--- src/rtl/pipeline_carry_skip_adder_gen.sv ---
// Pipelined carry-skip adder/subtractor with generic width, skip-block size and depth.
// One global advance enable stalls every stage together under output backpressure.
module pipeline_carry_skip_adder_gen #(
    parameter int WIDTH  = 64,
    parameter int BLK    = 4,
    parameter int STAGES = 4
) (
    input  logic             clk,
    input  logic             rst_n,
    input  logic             in_valid,
    output logic             in_ready,
    input  logic [WIDTH-1:0] a,
    input  logic [WIDTH-1:0] b,
    input  logic             cin,
    input  logic             sub,
    output logic             out_valid,
    input  logic             out_ready,
    output logic [WIDTH-1:0] sum,
    output logic             cout,
    output logic             ovf
);
    localparam int NB = WIDTH / (BLK * STAGES);

    // Stage s inputs: entry 0 is the port side, entry s+1 is the register of stage s.
    logic [WIDTH-1:0] pa [STAGES];
    logic [WIDTH-1:0] pb [STAGES];
    logic [WIDTH-1:0] ps [STAGES];
    logic             pc [STAGES];
    logic             pv [STAGES];
    logic             adv;

    assign adv      = !out_valid || out_ready;
    assign in_ready = adv;

    assign pa[0] = a;
    assign pb[0] = sub ? ~b : b;
    assign ps[0] = '0;
    assign pc[0] = sub | cin;
    assign pv[0] = in_valid;

    for (genvar s = 0; s < STAGES; s++) begin : g_stage
        logic [WIDTH-1:0] nsum;
        logic             ncarry;

        always_comb begin
            logic c;
            logic rc;
            logic p;
            int   idx;
            nsum = ps[s];
            c    = pc[s];
            rc   = 1'b0;
            p    = 1'b0;
            idx  = 0;
            for (int k = 0; k < NB; k++) begin
                rc = c;
                p  = 1'b1;
                for (int i = 0; i < BLK; i++) begin
                    idx       = (s * NB + k) * BLK + i;
                    nsum[idx] = pa[s][idx] ^ pb[s][idx] ^ rc;
                    rc        = (pa[s][idx] & pb[s][idx]) | (rc & (pa[s][idx] ^ pb[s][idx]));
                    p         = p & (pa[s][idx] ^ pb[s][idx]);
                end
                // A fully propagating block forwards its carry-in without waiting on the ripple.
                c = p ? c : rc;
            end
            ncarry = c;
        end

        if (s < STAGES - 1) begin : g_mid
            logic [WIDTH-1:0] ra;
            logic [WIDTH-1:0] rb;
            logic [WIDTH-1:0] rs;
            logic             rcar;
            logic             rv;

            always_ff @(posedge clk) begin
                if (!rst_n) begin
                    ra   <= '0;
                    rb   <= '0;
                    rs   <= '0;
                    rcar <= 1'b0;
                    rv   <= 1'b0;
                end else if (adv) begin
                    ra   <= pa[s];
                    rb   <= pb[s];
                    rs   <= nsum;
                    rcar <= ncarry;
                    rv   <= pv[s];
                end
            end

            assign pa[s+1] = ra;
            assign pb[s+1] = rb;
            assign ps[s+1] = rs;
            assign pc[s+1] = rcar;
            assign pv[s+1] = rv;
        end else begin : g_last
            always_ff @(posedge clk) begin
                if (!rst_n) begin
                    sum       <= '0;
                    cout      <= 1'b0;
                    ovf       <= 1'b0;
                    out_valid <= 1'b0;
                end else if (adv) begin
                    sum       <= nsum;
                    cout      <= ncarry;
                    ovf       <= (pa[s][WIDTH-1] == pb[s][WIDTH-1]) &&
                                 (nsum[WIDTH-1] != pa[s][WIDTH-1]);
                    out_valid <= pv[s];
                end
            end
        end
    end
endmodule

--- config.mk ---
export PLATFORM = sky130hd
export DESIGN_NAME = pipeline_carry_skip_adder_gen
export DESIGN_NICKNAME = d
export VERILOG_FILES = /design/src/rtl/pipeline_carry_skip_adder_gen.sv
export SDC_FILE = /design/constraint.sdc
export NUM_CORES = 1
export LEC_CHECK = 0
export CAP_MARGIN = 0
export CELL_PAD_IN_SITES_DETAIL_PLACEMENT = 1
export CELL_PAD_IN_SITES_GLOBAL_PLACEMENT = 2
export CORE_ASPECT_RATIO = 0.7
export CORE_MARGIN = 2
export CORE_UTILIZATION = 35
export CTS_CLUSTER_SIZE = 10
export DETAILED_ROUTE_END_ITERATION = 6
export PLACE_DENSITY = 0.92
export SYNTH_ARGS = -nofsm -noshare
export SYNTH_HDL_FRONTEND = slang
export SYNTH_SLANG_ARGS = --single-unit
--- constraint.sdc ---
create_clock -name clk -period 13.2 [get_ports clk]
set_input_delay 3.96 -clock clk [delete_from_list [all_inputs] [get_ports clk]]
set_output_delay 3.96 -clock clk [all_outputs]
set_load 0.02 [all_outputs]
* After elaboration in Yosys (flattened, before gate mapping)
Index checks and enable logic that the tools add are counted.
** Operators by class
- $add $sub $neg :: 0
- Multipliers :: 0
- Divide/modulo/power cells :: 0
- Order comparisons :: 0
- Eq/ne operators :: 2
- Shift-type cells :: 0
- Mux-type cells :: 17
- Bitwise gates (word level) :: 370
- Reduce and logical (&&, ||, !) cells :: 3
** Operators by type and width (count)
- AND 1 bit :: 176
- bitwise XOR 1 bit :: 128
- OR 1 bit :: 65
- 2-to-1 mux 64 bit :: 1
- NOT 64 bit :: 1
- 2-to-1 mux 1 bit :: 16
- equality test 1 bit :: 1
- logical AND 1 bit :: 1
- logical NOT 1 bit :: 1
- logical OR 1 bit :: 1
- inequality test 1 bit :: 1
** Word-level totals
- Register bits after elaboration :: 553
- Latch bits :: 0
- Bits in writable memories :: 0
- Bits in read-only memories :: 0
- Input bits :: 134
- Output and inout bits :: 68
- Word-level logic and storage cells :: 411
- Memories :: 0

* Longest topological paths before layout
- Word-level depth :: 39
- Depth in mapped cells :: 29
- Gate-level depth less buffers :: 28

* Worst setup path before layout
Ideal clock, no wire load.
- Path kind :: in2reg
- Start point :: in sub
- End point :: reg g_stage[0].g_mid.rs[15]
- Setup time :: 0.122 ns
- Arrival time :: 11.710 ns
- Required time :: 13.078 ns
- Slack :: 1.368 ns
- Stages on the path :: 29
- Buffers on the path :: 2
- Cells stage by stage :: buf_4 buf_4 xor2_1 inv_1 fa_1 fa_1 fa_1 fa_1 mux2_2 fa_1 fa_1 fa_1 fa_1 nor2b_1 nor2_1 fa_1 fa_1 fa_1 inv_1 fa_1 mux2_2 a21oi_2 fa_1 fa_1 fa_1 inv_1 fa_1 nand2_1 a21boi_0
** Between the ends
- Word-level cells in the longest chain between the ends :: 36
- Elaborated cells between the ends (all ways) :: 76
- Those cells by class :: mux: 4; bitwise: 72
** RTL lines
- from (decl) :: line 15 : input logic sub,
- 2-to-1 mux 64 bit :: line 36 : assign pb[0] = sub ? ~b : b;
- bitwise XOR 1 bit :: line 61, 62
- AND 1 bit :: line 61 : rc = (pa[s][idx] & pb[s][idx]) | (rc & (pa[s][idx] ^ pb[s][idx]));
- OR 1 bit :: line 61
- AND 1 bit :: line 61
- OR 1 bit :: line 61
- AND 1 bit :: line 61
- OR 1 bit :: line 61
- [... 21 more ...]
- AND 1 bit :: line 61
- OR 1 bit :: line 61
- AND 1 bit :: line 61
- OR 1 bit :: line 61
- AND 1 bit :: line 61
- OR 1 bit :: line 61
- bitwise XOR 1 bit * :: line 60 : nsum[idx] = pa[s][idx] ^ pb[s][idx] ^ rc;
- via g_stage[0].nsum[15] :: line 42 : logic [WIDTH-1:0] nsum;
- to (signal assigned) :: line 87 : rs <= nsum;
- to (decl) :: line 73 : logic [WIDTH-1:0] rs;
Mark *: on every way through the listed nets, which the timed path passes. The rest lies on a longest branch.
A chain may end at the register's enable or synchronous reset.

* Worst setup path in the final report
- Start point :: in b[0]
- End point :: reg g_stage[0].g_mid.rs[15]
** Between the ends
- Word-level cells in the longest chain between the ends :: 37
- Elaborated cells between the ends (all ways) :: 41
- Those cells by class :: mux: 4; bitwise: 37
** RTL lines
- from (decl) :: line 13 : input logic [WIDTH-1:0] b,
- NOT 64 bit :: line 36
- 2-to-1 mux 64 bit * :: line 36
- bitwise XOR 1 bit :: line 61, 62
- AND 1 bit :: line 61
- OR 1 bit :: line 61
- AND 1 bit :: line 61
- OR 1 bit :: line 61
- AND 1 bit :: line 61
- [... 22 more ...]
- AND 1 bit * :: line 61
- OR 1 bit * :: line 61
- AND 1 bit * :: line 61
- OR 1 bit * :: line 61
- AND 1 bit * :: line 61
- OR 1 bit * :: line 61
- bitwise XOR 1 bit * :: line 60
- via g_stage[0].nsum[15] :: line 42
Marked as above.

==> results by stage <==
Setup path:
- The peak fanout along the critical path is 2.
- The type of the worst setup path is in2reg.
- STA classifies the critical path endpoint as a flop.
- The required time of the critical path is 13.61 ns.
- STA classifies the critical path startpoint as an input port.
- Data on the critical path arrives at its endpoint at 12.42 ns.

Synthesis:
- The area share of the largest cell type after synthesis is 0.439.
- The async set-or-reset flop fraction in the synthesized netlist is 0.
- The synthesized flop and latch total is 361.
- Sorting the synthesized cells by area gives the leading types as dfxtp_1, nand2_1, a21boi_0, fa_1, ha_1.
- The number of warnings reported in the yosys synthesis log is 0.
- The synthesized instance count is 1793.
- The sequential share of the synthesized area is 0.439.
- The distinct cell type count of the synthesized netlist is 36.
- Among all flip-flop cells after synthesis, the most frequent one is dfxtp_1.
- The post-synthesis instance area is 0.0165 sq mm.
- The total nets after synthesis is 2055.
- Counting flops with a built-in enable in the synthesized netlist gives 0.
- dfxtp_1 takes more of the synthesized area than any other cell.
- The synthesized area divided by synthesized cell count is 9.18 sq um.

Pwr:
- The leakage component of the power is 8.37 nW.
- The power per unit of standard cell area is 128 mW/mm^2.
- The worst-case IR drop observed on VDD is 0.0732 mV.

Detailed routing:
- After detailed routing, the average wire length per cell comes to 15.6 um.
- The post-detailed-route DRC marker count is 0.
- The number of iterations in the first detailed-routing pass is 4.
- The overall routed net length is 39500 um.
- The count of routing violations after the opening detailed-route iteration is 571.
- The vias after detailed routing is 12100.
- In the routed layout, each cell is associated on average with a via count of 4.76.
- The residual antenna-violating net count after detailed routing is 0.

Layout:
- Fill cells in the final layout number 5250.
- The final layout contains 2180 nets.
- Of the cells placed in the final design, the portion with a size suffix greater than 1 is 0.0349.
- The area taken by multi-input logic gates is 0.00831 sq mm.
- The area growth from synthesis to layout is 19.9%.
- The finished cells cover 0.0197 sq mm.
- In the final layout, flip-flops and latches occupy 0.00723 sq mm.

Placed design:
- The number of buffers added on ports is 201.
- After legalization and detailed placement, the total HPWL measured 26000 um.
- The post-place instance area is 0.0186 sq mm.
- The worst setup slack after placement is 0.563 ns.
- The placer's final routability congestion estimate is 0.763.

Die:
- The die area is 0.0488 sq mm.
- The die is 185 um tall.
- The die is 263 um wide.
- For this configuration, the core starts out at a cell density of 0.355.
- The total core area is 0.0464 sq mm.
- The number of rows created at floorplan is 66.
- The number of top-level pins is 202.

STA:
- The transition time at the pin with the least slew margin is 1.12 ns.
- Between clock sinks in the finished design, the worst skew comes to 0.0295 ns.
- Setup repair after global routing left no endpoint under its margin.
- The number of hold-slack violations in the final timing report was 0.
- The number of setup violations in the final report is 0.
- In the finished design, the share of the clock period the worst path needs comes to 0.910.
- The final-report max-slew violation count is 0.
- The fmax is 0.0832 GHz.
- Measured against its own limit, the worst slew margin works out to 0.255.
- After routing, the total negative slack on setup checks comes to 0 ns.
- The worst path meets setup with 1.19 ns of slack.
- For the finished layout, the period the worst path requires is 12.01 ns.

Global routing:
- The number of global-route vias before repair is 12700.
- Entering global routing, the biggest net connects 226 pins.
- The total track usage is 0.161.
- The number of antenna violations at the first check in global routing was 2.
- The total overflow reported by the global router is 0.
- The first global-routing pass estimated 64700 um of wire.

Clock tree:
- The clock-pin slew of the registers on the worst-case setup and hold paths is 0.06 ns.
- Clock latency on the worst-skew pair, taken at its later pin, is 0.54 ns.
- In this run the deepest clock path goes through 3 buffers.
- In this run the post-CTS setup repair buffer count came out at 0.
- The number of buffers added by the clock tree synthesis step is 42.
- The total number of clock tree sinks is 361.
- The deepest level of the CTS H-tree is 2.
- The number of hold buffers added after CTS was 0.
- The master cell of the clock root buffer is clkbuf_16.
- The TritonCTS clock tree is built.
- The post-cts repair resize count is 0.

Worst hold path:
- The path type of the worst min-delay path is reg2reg.

Run:
- Max-cap violations in this run came to 0.

Status:
- The flow ran to the end, and the final reports show no timing, DRC or antenna violations.
-- layer usage --
metal	share of wire	wire, um	GRT usage
met3	0.035	1370	0.0269
met1	0.47	18400	0.206
met4	0.019	757	0.0425
met2	0.48	19000	0.281
met5	0	0	0
-- registers in the layout, summed over array words and instances (netlist names) --
| signal | flops |
|---|---|
| g_stage.g_mid.rb | 96 |
| g_stage.g_mid.rcar | 3 |
| g_stage.g_mid.rs | 96 |
| sum | 64 |
| g_stage.g_mid.rv | 3 |
| g_stage.g_mid.ra | 96 |
| ovf | 1 |
| cout | 1 |
| out_valid | 1 |
-- Yosys cell counts, types with 3 or more instances --
| cell type | count |
|---|---|
| inv_1 | 54 |
| a21boi_1 | 74 |
| fa_1 | 64 |
| clkbuf_4 | 3 |
| buf_6 | 10 |
| nor2_1 | 5 |
| a21o_1 | 3 |
| nand3_1 | 3 |
| nand4b_1 | 3 |
| nand2_1 | 649 |
| mux2i_1 | 3 |
| a21boi_0 | 213 |
| ha_1 | 64 |
| xnor2_1 | 48 |
| xor2_1 | 17 |
| o21ai_1 | 3 |
| mux2_4 | 3 |
| clkbuf_1 | 36 |
| nand4_1 | 14 |
| buf_4 | 25 |
| o211a_1 | 68 |
| buf_2 | 52 |
| dfxtp_1 | 361 |
-- area by class of cell --
type	count	area share
Timing Repair Buffer	209	0.106
Clock buffer	44	0.0547
Clock inverter	4	0.00228
Sequential cell	361	0.366
Tap cell	612	0.0388
Multi-Input combinational cell	1249	0.421
Antenna cell	2	0.000254
Inverter	55	0.0111
-- where the power goes --
part / leakage, nW / internal, mW / total, mW / switching [mW]
logic: 4.85 / 0.149 / 0.290 / 0.141
registers: 2.97 / 1.17 / 1.22 / 0.0493
clock network: 0.549 / 0.576 / 1.01 / 0.436
total: 8.37 / 1.89 / 2.52 / 0.626
-- worst paths after layout --
kind / start / endpoint / slack (ns) / cells past startpoint
worst min register to register: g_stage[0].g_mid.rb[57] / g_stage[1].g_mid.rb[57] / 0.45 / 2
worst max register to register: g_stage[2].g_mid.rb[48] / ovf / 5.26 / 28
worst max-delay path: b[0] / g_stage[0].g_mid.rs[15] / 1.19 / 28
worst min-delay path: g_stage[0].g_mid.rb[57] / g_stage[1].g_mid.rb[57] / 0.45 / 2
-- through the flow --
| stage | util | hold WS, ns | instances | power [mW] |
|---|---|---|---|---|
| after floorplan | - | 0.431 | 1793 | 1.41 |
| after global placement | 0.401 | 0.437 | 2486 | 1.52 |
| after detailed placement | 0.401 | 0.446 | 2486 | 1.53 |
| after CTS | 0.425 | 0.452 | 2534 | 2.56 |
| after global routing | 0.425 | 0.474 | 2536 | 2.66 |
| final | 0.425 | 0.446 | 2536 | 2.52 |
-- cells by family after synthesis --
group | after synthesis | share of synthesized area
buffers and inverters | 183 | 0.0568
flip-flops | 361 | 0.439
AND/OR/NAND/NOR | 682 | 0.161
AO/OA/AOI/OAI | 366 | 0.177
multiplexers | 8 | 0.00593
adder cells (fa/ha/maj) | 128 | 0.126
XOR/XNOR | 65 | 0.0346
-- worst max-delay path, stage by stage --
cell and delay [ns]:
clkdlybuf4s50_1 0.48, xor2_1 0.21, inv_1 0.09, fa_1 0.42, fa_1 0.45, fa_1 0.43, fa_1 0.38, mux2_2 0.33
fa_1 0.41, fa_1 0.46, fa_1 0.44, fa_1 0.40, nor2b_1 0.21, nor2_1 0.10, fa_1 0.41, fa_1 0.44
fa_1 0.39, inv_1 0.09, fa_1 0.18, mux2_2 0.15, a21oi_2 0.05, fa_1 0.42, fa_1 0.44, fa_1 0.42
inv_1 0.09, fa_1 0.42, nand2_1 0.06, a21boi_0 0.10
-- placed cells by master, fill, tap and decap left out, drive strengths merged --
cell / Yosys / final
nand2: 649 / 649
o211a: 68 / 68
o21a: 1 / 1
buf: 89 / 10
xnor2: 48 / 48
xor2: 17 / 17
ha: 64 / 64
clkinv: 0 / 4
diode: 0 / 2
clkbuf: 39 / 44
nand4: 14 / 14
a311oi: 1 / 1
nand3: 3 / 3
mux2: 5 / 5
a21oi: 2 / 2
fa: 64 / 64
nor3: 2 / 2
nor2b: 3 / 3
a21boi: 287 / 287
o21ai: 4 / 4
clkdlybuf4s50: 0 / 199
dfxtp: 361 / 361
clkinvlp: 0 / 1
nor2: 6 / 6
mux2i: 3 / 3
nand4b: 3 / 3
a21o: 3 / 3
inv: 55 / 54
and4: 2 / 2
No activity file was read; power rests on OpenSTA's default activity.
